### config.mk
export PLATFORM = sky130hd
export DESIGN_NAME = sequenciador_frame_serial
export DESIGN_NICKNAME = d
export VERILOG_FILES = /design/src/rtl/sequenciador_frame_serial.sv
export SDC_FILE = /design/constraint.sdc
export NUM_CORES = 1
export LEC_CHECK = 0
export CORE_ASPECT_RATIO = 1.5
export CORE_MARGIN = 5
export CORE_UTILIZATION = 45
export CTS_CLUSTER_DIAMETER = 100
export CTS_CLUSTER_SIZE = 10
export DETAILED_ROUTE_END_ITERATION = 16
export HOLD_SLACK_MARGIN = 0.1
export PLACE_DENSITY = 0.71
export SYNTH_ARGS = -nofsm -noshare
export SYNTH_HDL_FRONTEND = slang
export SYNTH_SLANG_ARGS = --single-unit
### constraint.sdc
create_clock -name clock -period 1.8 [get_ports clock]
set_input_delay 0.36 -clock clock [delete_from_list [all_inputs] [get_ports clock]]
set_output_delay 0.36 -clock clock [all_outputs]
set_load 0.02 [all_outputs]
### src/rtl/sequenciador_frame_serial.sv
// Sequences one game frame of N_BYTES bytes out to a UART transmitter, one byte at a time,
// with a per-byte tx_pronto timeout. Optional feature macro: FRAME_CHECKSUM_EN (appends an XOR byte).
module sequenciador_frame_serial #(
  parameter int unsigned N_BYTES        = 45,
  parameter int unsigned TIMEOUT_CICLOS = 4095
) (
  input  logic       clock,
  input  logic       reset,
  input  logic       iniciar_transmissao,
  input  logic [7:0] byte_dados,
  input  logic       tx_pronto,
  output logic [5:0] indice_byte,
  output logic       tx_partida,
  output logic [7:0] db_byte_saida_serial,
  output logic       db_serial_ativa,
  output logic       ocupado,
  output logic       pronto,
  output logic       erro,
  output logic [3:0] db_estado
);

  localparam int unsigned IDX_W = 6;
  localparam int unsigned TMO_W = $clog2(TIMEOUT_CICLOS + 1);
  localparam logic [IDX_W-1:0] IDX_ULTIMO  = IDX_W'(N_BYTES - 1);
  localparam logic [TMO_W-1:0] TMO_LIMITE  = TMO_W'(TIMEOUT_CICLOS - 1);
`ifdef FRAME_CHECKSUM_EN
  localparam logic [IDX_W-1:0] IDX_CHECKSUM = IDX_W'(N_BYTES);
`endif

  typedef enum logic [3:0] {
    INICIAL   = 4'd0,
    CARREGA   = 4'd1,
    TRANSMITE = 4'd2,
    ESPERA    = 4'd3,
    PROXIMO   = 4'd4,
    FINAL     = 4'd5,
    ERRO      = 4'd6
  } estado_t;

  estado_t          estado;
  logic [TMO_W-1:0] cont_timeout;
`ifdef FRAME_CHECKSUM_EN
  logic [7:0]       checksum;
`endif

  assign db_estado = estado;

  // Outputs are set on the edge that enters a state, so each one is valid for that whole state.
  always_ff @(posedge clock or posedge reset) begin
    if (reset) begin
      estado               <= INICIAL;
      indice_byte          <= '0;
      db_byte_saida_serial <= '0;
      cont_timeout         <= '0;
      tx_partida           <= 1'b0;
      db_serial_ativa      <= 1'b0;
      ocupado              <= 1'b0;
      pronto               <= 1'b0;
      erro                 <= 1'b0;
`ifdef FRAME_CHECKSUM_EN
      checksum             <= '0;
`endif
    end else begin
      tx_partida <= 1'b0;
      pronto     <= 1'b0;
      erro       <= 1'b0;

      case (estado)
        INICIAL: begin
          indice_byte  <= '0;
          cont_timeout <= '0;
`ifdef FRAME_CHECKSUM_EN
          checksum     <= '0;
`endif
          if (iniciar_transmissao) begin
            estado  <= CARREGA;
            ocupado <= 1'b1;
          end
        end

        CARREGA: begin
`ifdef FRAME_CHECKSUM_EN
          // The extra slot past the last data byte carries the running XOR instead of datapath data.
          if (indice_byte == IDX_CHECKSUM) begin
            db_byte_saida_serial <= checksum;
          end else begin
            db_byte_saida_serial <= byte_dados;
            checksum             <= checksum ^ byte_dados;
          end
`else
          db_byte_saida_serial <= byte_dados;
`endif
          estado          <= TRANSMITE;
          tx_partida      <= 1'b1;
          db_serial_ativa <= 1'b1;
        end

        TRANSMITE: begin
          cont_timeout <= '0;
          estado       <= ESPERA;
        end

        ESPERA: begin
          cont_timeout <= cont_timeout + TMO_W'(1);
          if (tx_pronto) begin
            estado          <= PROXIMO;
            db_serial_ativa <= 1'b0;
          end else if (cont_timeout == TMO_LIMITE) begin
            estado          <= ERRO;
            db_serial_ativa <= 1'b0;
            erro            <= 1'b1;
            indice_byte     <= '0;
          end
        end

        PROXIMO: begin
`ifdef FRAME_CHECKSUM_EN
          if (indice_byte == IDX_CHECKSUM) begin
            estado      <= FINAL;
            pronto      <= 1'b1;
            indice_byte <= '0;
          end else if (indice_byte == IDX_ULTIMO) begin
            estado      <= CARREGA;
            indice_byte <= IDX_CHECKSUM;
          end else begin
            estado      <= CARREGA;
            indice_byte <= indice_byte + IDX_W'(1);
          end
`else
          if (indice_byte == IDX_ULTIMO) begin
            estado      <= FINAL;
            pronto      <= 1'b1;
            indice_byte <= '0;
          end else begin
            estado      <= CARREGA;
            indice_byte <= indice_byte + IDX_W'(1);
          end
`endif
        end

        FINAL: begin
          estado  <= INICIAL;
          ocupado <= 1'b0;
        end

        ERRO: begin
          estado  <= INICIAL;
          ocupado <= 1'b0;
        end

        default: begin
          estado          <= INICIAL;
          indice_byte     <= '0;
          db_serial_ativa <= 1'b0;
          ocupado         <= 1'b0;
        end
      endcase
    end
  end

endmodule

After elaboration in Yosys (flattened, before gate mapping)
Index checks and enable logic that the tools add are counted.
W data, S select, Z words.

operators by class
  multiplexer cells = 21
  reduce and logical (&&, ||, !) cells = 10
  bitwise logic cells = 3
  add/sub/neg operators = 2
  equality and inequality tests = 12

operators with widths
  kind                     count
  $pmux W12 S2             1
  $pmux W4 S5              1
  $mux W6                  3
  $pmux W6 S3              1
  $add A12 B1 Y12 const B  1
  $eq A12 B12 Y1 const B   1
  $eq A4 B3 Y1 const B     3
  $mux W4                  3
  $mux W1                  9
  $eq A4 B2 Y1 const B     2
  $reduce_or A4 Y1         2
  $add A6 B1 Y6 const B    1
  $eq A6 B6 Y1 const B     1
  $ne A2 B2 Y1 const B     3
  $reduce_and A2 Y1        3
  $reduce_or A5 Y1         1
  $eq A4 B1 Y1 const B     1
  $logic_not A4 Y1         1
  $mux W3                  1
  $ne A3 B3 Y1 const B     1
  $not A1 Y1               3
  $pmux W1 S3              1
  $reduce_and A3 Y1        1
  $pmux W1 S2              1
  2 further kinds          2

storage, ports and cells
  bits of input ports = 12
  flip-flop bits (word level) = 35
  output and inout bits = 23
  logic and storage cells = 57

Longest topological paths before layout
Gate-level depths: netlist of run 1.

  depth in word-level cells = 4
  mapped depth = 6
  mapped depth without buffers = 6

Worst setup path before layout of run 1
No wires, ideal clock.

  path kind = register to register
  from = register indice_byte[0]
  to = register indice_byte[5]
  setup time = 124 ps
  stages on the path, launching flop included = 7
  period minus slack after synthesis = 1647 ps
  path slack = 153 ps
  arrival time = 1523 ps
  path buffers = 0
  cell sequence = dfrtp_1 > inv_1 > ha_1 > nand2_1 > o311ai_1 > nor3_1 > a211o_1

on the way
  cells in the longest elaborated chain, start to end = 3
  elaborated cells between the ends (all ways) = 4

ends and longest elaborated chain
  element                                               line      text
  from (decl)                                           12        output logic [5:0] indice_byte,
  from (signal assigned)                                136       indice_byte <= indice_byte + IDX_W'(1);
  $add A6 B1 Y6 / $eq A6 B6 Y1 (equally long branches)  136, 130
  $mux W6 *                                             130       if (indice_byte == IDX_ULTIMO) begin
  $pmux W6 S3 *                                         68        case (estado)

Mark *: on every way between the ends. The rest lies on a longest branch, timed or not.
A chain may end at the register's enable or synchronous reset.

Final worst setup path of run 1
  from = register indice_byte[2]
  to = output port indice_byte[2]

No word-level cell between the ends.

==> impl_results.md, run 1 <==
* Gr ovfl total at 0
* Worst EP arrival at 1.37 ns
* Worst slack, placed at -0.0281 ns
* Leak pwr at 0.983 nW
* Total GRT Usage at 18.2%
* CTS buffer count at 5
* First-pass GRT wire length at 6990 um
* Synthesized area per cell at 9.87 sq um
* H-tree depth at 2
* Starting Density at 46.4%
* CORE AREA at 0.00368 sq mm
* Vias per cell at 5.63
* Crit start category: register
* CP Buf/Inv Count at 1
* Antenna violations before repair at 0
* Unrepaired setup endpoints after global routing: false
* Most frequent cells after synthesis: dfrtp_1, o21ai_0, nand2_1
* Synth Flop Type: dfrtp_1
* Post-synth EDFFs at 0
* Post-DP HPWL at 3070 um
* Status: complete, no violations
* Die Wd at 60.3 um
* Row cnt at 27
* Syn nets at 189
* Synth Register Bits at 34
* CP top delay family: buffers and inverters
* Post-synthesis sequential area ratio at 49.8%
* Minimum clock period at 1.73 ns
* Clk buf depth at 2
* Period utilisation layout at 96.1%
* Worst IR Drop VDD at 0.000994 V
* Count of pins over their slew limit at 0
* Clock sink total at 34
* Max Fclk at 0.578 GHz
* Antenna fix cells at 0
* Die Ht at 85.5 um
* Crit path cell chain: clkdlybuf4s50_1
* Post-synth top area share at 49.8%
* Share of layout cells above drive strength 1 at 16.1%
* Io pins at 35
* Min-Delay Path Class: in2async
* Number of global-route vias before repair at 1481
* Worst setup EP type: output port
* CP Class: reg2out
* Worst skew pair latency at 0.29 ns
* Worst setup margin at 0.0702 ns
* Synth area leaders: dfrtp_1, o21ai_0, mux2_2
* Slowest-stage cell, CP: clkdlybuf4s50_1
* Distinct cell type count after synthesis at 44
* Gate Count Post-Synth at 173
* FILL cells at 307
* Placed cell count at 255
* Root Buffer: clkbuf_8
* Most common cell in the netlist: dfrtp_1
* Drt wl/cell at 16.0 um
* DRC at 0
* Post-layout util at 61.8%
* Skew final at 0.00383 ns
* Synth area leader: dfrtp_1
* Reg clk slew, reported paths at 0.07 ns
* Placer congestion estimate at 0.844
* Max Cap Viol at 0
* Crit path largest cell delay at 0.64 ns
* CTS tree: built
* Layout Nets at 235
* Endpoints failing hold at 0
* Design Area, Final at 0.00227 sq mm
* Required time of the critical path at 1.44 ns
* Setup violators final at 0
* Drt pass-1 iters at 4
* Asr flop ratio synth at 100%
* Mapped Area at 0.00171 sq mm
* Setup TNS at 0 ns
* P&R area growth vs syn at 33.2%
* Largest net degree at the start of global routing at 26
* Synth warn at 0
* WL final at 4160 um
* Die Footprint at 0.00515 sq mm
* Layout Cells excl Fill at 261
* Antenna-violating nets left at 0
* Placed Area at 0.00218 sq mm
* Worst-path fanout max at 6
* P per Cell Area at 1410 mW/mm^2
* Vias at 1469
* Initial DRC count at 62
* I/O Buffers at 33
-- worst paths after layout --
check	cells past startpoint	to	slack, ns	startpoint
worst max-delay path	1	indice_byte[2]	0.07	indice_byte[2]
worst min-delay path	2	db_byte_saida_serial[7]	0.37	reset
worst max register to register	5	cont_timeout[10]	0.11	cont_timeout[0]
worst min register to register	1	db_byte_saida_serial[1]	0.51	db_byte_saida_serial[1]
max in group asynchronous	3	db_estado[0]	0.94	reset
min in group clock	1	db_byte_saida_serial[1]	0.51	db_byte_saida_serial[1]
-- timing repair --
item                                    CTS  global route
hold buffers                              0             0
setup buffers                             0             0
gates resized for setup                   2             4
endpoints found under the setup margin    2             9
-- placed cells by master (no fill, tap or decap), drive strengths merged, types with 2 or more instances in the layout --
cell type,instances
nor4,4
dfrtp,34
nor3,5
buf,12
nor2,14
mux2,8
mux2i,6
o21a,2
a21oi,8
dlymetal6s2s,2
inv,12
clkdlybuf4s50,30
nand2,16
or4,2
ha,4
nand3,6
and3,2
or3,2
nand4,3
a21o,2
and2,2
clkbuf,6
o21ai,18
-- report_power, final --
part           switching (mW)  leakage (nW)  internal (mW)
clock                   0.259        0.0431          0.295
sequential              0.215         0.441          0.979
combinational           0.738         0.499          0.720
-- stage by stage --
stage | hold slack, ns | power [mW]
global placement | 0.491 | 2.63
floorplan | 0.454 | 1.99
global route | 0.396 | 3.41
detailed placement | 0.499 | 2.67
CTS | 0.388 | 3.23
finish | 0.370 | 3.21
-- area by class of cell --
cell class,instances,area [sq um],share of cell area (%)
Tap cell,43,53.8,2.37
Sequential cell,34,852,37.5
Clock buffer,6,82.6,3.63
Timing Repair Buffer,45,449,19.7
Inverter,12,45.0,1.98
Multi-Input combinational cell,121,792,34.8
-- cells by family after synthesis --
group	Yosys count	share of synthesized area, %
flops	34	49.8
fa+ha+maj	4	2.93
compound gates	41	14.8
buf+inv	18	4.39
simple gates	60	18.5
mux	14	8.79
other cells	1	0.220
xor+xnor	1	0.513
-- registers in the layout, indices dropped and copies added, names as in the netlist --
name and flops:
tx_partida 1, db_estado 3, pronto 1, db_serial_ativa 1, indice_byte 6, erro 1, db_byte_saida_serial 8, cont_timeout 12
ocupado 1
-- metal layers --
layer | vias to the layer above | part of all wire, % | GRT usage, %
li1 | 701 | - | -
met1 | 724 | 41 | 21.8
met2 | 40 | 53 | 29.4
met3 | 4 | 4.5 | 5.78
met4 | 0 | 1.4 | 7.66
met5 | - | 0 | 0
(Power assumes the default switching activity.)
==> inputs of run 2 (changes only) <==
--- a/config.mk
+++ b/config.mk
@@ -5,6 +5,7 @@
 export SDC_FILE = /design/constraint.sdc
 export NUM_CORES = 1
 export LEC_CHECK = 0
+export ABC_AREA = 1
 export CORE_ASPECT_RATIO = 1.5
 export CORE_MARGIN = 5
 export CORE_UTILIZATION = 45
@@ -12,7 +13,7 @@
 export CTS_CLUSTER_SIZE = 10
 export DETAILED_ROUTE_END_ITERATION = 16
 export HOLD_SLACK_MARGIN = 0.1
-export PLACE_DENSITY = 0.71
+export PLACE_DENSITY = 0.72
 export SYNTH_ARGS = -nofsm -noshare
 export SYNTH_HDL_FRONTEND = slang
 export SYNTH_SLANG_ARGS = --single-unit
==> run 2 against run 1 <==
Compared with the run above: count of clock-buffer cells in the layout shrank 1; register-to-register slack gained 0.18 ns; worst setup slack gained 0.0078 ns; fmax grew 0.45%; routed wire length shrank 7.8%; clock skew is essentially flat; non-clock buffer count shrank 10; first-iteration DRC count shrank 39%; global-route usage shrank 0.37 points; largest cell class unchanged; largest power group unchanged.
==> impl_results.md, run 2 <==
* Clock sink total at 34
* Die Ht at 84.6 um
* Gr ovfl total at 0
* Vias per cell at 5.01
* Required time of the critical path at 1.44 ns
* Max Cap Viol at 0
* Asr flop ratio synth at 100%
* Slowest-stage cell, CP: clkdlybuf4s50_1
* Most frequent cells in the layout: nand2_1, dfrtp_1, clkdlybuf4s50_1
* Synth area leader: dfrtp_1
* Die Footprint at 0.00506 sq mm
* P&R area growth vs syn at 29.6%
* I/O Buffers at 33
* Endpoints failing hold at 0
* CTS buffer count at 5
* Reg clk slew, reported paths at 0.07 ns
* Post-synth EDFFs at 0
* Synth Register Bits at 34
* Distinct cell type count after synthesis at 23
* Initial DRC count at 38
* Largest net degree at the start of global routing at 35
* Synthesized area per cell at 7.77 sq um
* Post-DP HPWL at 2720 um
* CP top delay family: buffers and inverters
* Root Buffer: clkbuf_8
* Antenna fix cells at 0
* Die Wd at 59.8 um
* Post-layout util at 59.4%
* Layout Nets at 271
* CTS tree: built
* Vias at 1497
* WL final at 3840 um
* Skew final at 0.00367 ns
* First-pass GRT wire length at 6870 um
* CP Buf/Inv Count at 1
* Synth warn at 0
* Minimum clock period at 1.72 ns
* Hold_buf cts at 0
* Placer congestion estimate at 0.806
* Setup violators final at 0
* Worst slack, placed at 0.223 ns
* Count of pins over their slew limit at 0
* Worst setup EP type: output port
* Crit start category: register
* Worst EP arrival at 1.36 ns
* Share of layout cells above drive strength 1 at 6.25%
* Unrepaired setup endpoints after global routing: false
* Io pins at 35
* Gate Count Post-Synth at 215
* Min-Delay Path Class: in2async
* Max reg flops at 12
* Antenna-violating nets left at 0
* Worst-path fanout max at 5
* Worst IR Drop VDD at 0.000987 V
* Most common cell after layout, fill and taps aside: nand2_1
* Post-synthesis sequential area ratio at 50.9%
* Clk buf depth at 2
* Synth Flop Type: dfrtp_1
* Max Fclk at 0.581 GHz
* Worst skew pair latency at 0.29 ns
* Number of global-route vias before repair at 1599
* Drt wl/cell at 12.8 um
* Leak pwr at 1.06 nW
* Setup bufs post-CTS at 0
* Crit path largest cell delay at 0.64 ns
* Status: complete, no violations
* Most frequent cells after synthesis: nand2_1, dfrtp_1, nor2_1
* Setup TNS at 0 ns
* Row cnt at 27
* Period utilisation layout at 95.7%
* DRC at 0
* H-tree depth at 2
* CORE AREA at 0.00365 sq mm
* Post-synth top area share at 50.9%
* Mapped Area at 0.00167 sq mm
* CP Class: reg2out
* Most common cell in the netlist: nand2_1
* Total GRT Usage at 17.9%
* P per Cell Area at 1400 mW/mm^2
* Antenna violations before repair at 0
* Drt pass-1 iters at 4
* Syn nets at 231
* Biggest regs: cont_timeout x12, db_byte_saida_serial x8, indice_byte x6
* Crit path cell chain: clkdlybuf4s50_1
* Synth area leaders: dfrtp_1, nand2_1, nor2_1
* Largest Register: cont_timeout
* Starting Density at 45.8%
* Worst setup margin at 0.0780 ns
-- run 2: logic make-up after synthesis --
family / Yosys count / share of synthesized area (%)
simple gates: 130 / 31.8
fa+ha+maj: 4 / 2.99
other cells: 1 / 0.224
buf+inv: 24 / 6.06
xor+xnor: 2 / 1.05
flops: 34 / 50.9
compound gates: 20 / 6.96
-- run 2: worst min-delay path: cells and delay by family --
kind                   cells  cell delay, ns
buffers and inverters      3            0.82
-- run 2: cell type report --
class | count | area, sq um
well taps | 43 | 53.8
repair buffers | 35 | 350
inverters | 22 | 82.6
flip-flops and latches | 34 | 852
multi-input cells | 157 | 719
clock inverters | 3 | 40.0
clock buffers | 5 | 68.8
fillers | 341 | 1480
-- run 2: path summary, 6_finish.rpt --
path,endpoint,start,cells after the start,slack [ns]
worst max-delay path,db_estado[1],db_estado[1],1,0.08
worst min-delay path,db_byte_saida_serial[0],reset,3,0.46
worst max register to register,indice_byte[2],cont_timeout[0],9,0.29
worst min register to register,db_serial_ativa,db_serial_ativa,2,0.47
max in group asynchronous,db_estado[2],reset,3,1.00
min in group clock,db_serial_ativa,db_serial_ativa,2,0.47
-- run 2: metal layers --
layer | vias to the layer above | track usage, % | wire, um
met1 | 700 | 19.2 | 1550
met5 | - | 0 | 0
met2 | 32 | 29.9 | 2010
met3 | 9 | 5.54 | 178
met4 | 0 | 9.88 | 106
li1 | 756 | - | -
-- run 2: report_power, final --
part	switching [mW]	leakage, nW	internal [mW]	total, mW
sequential	0.158	0.448	0.950	1.11
clock	0.284	0.0579	0.407	0.691
combinational	0.750	0.551	0.486	1.24
total	1.19	1.06	1.84	3.03
-- run 2: metrics by stage --
stage,instances,instance area [sq um],hold WS (ns),total power [mW]
final,299,2170,0.458,3.03
after global routing,299,2170,0.509,3.25
after CTS,299,2160,0.476,3.07
after detailed placement,291,2050,0.459,2.36
after global placement,291,2050,0.453,2.35
after floorplan,215,1670,0.433,1.83
-- run 2: what timing repair did --
action,4_1_cts,5_1_grt
resized for setup,1,2
endpoints found under the setup margin,1,2
cloned,0,0
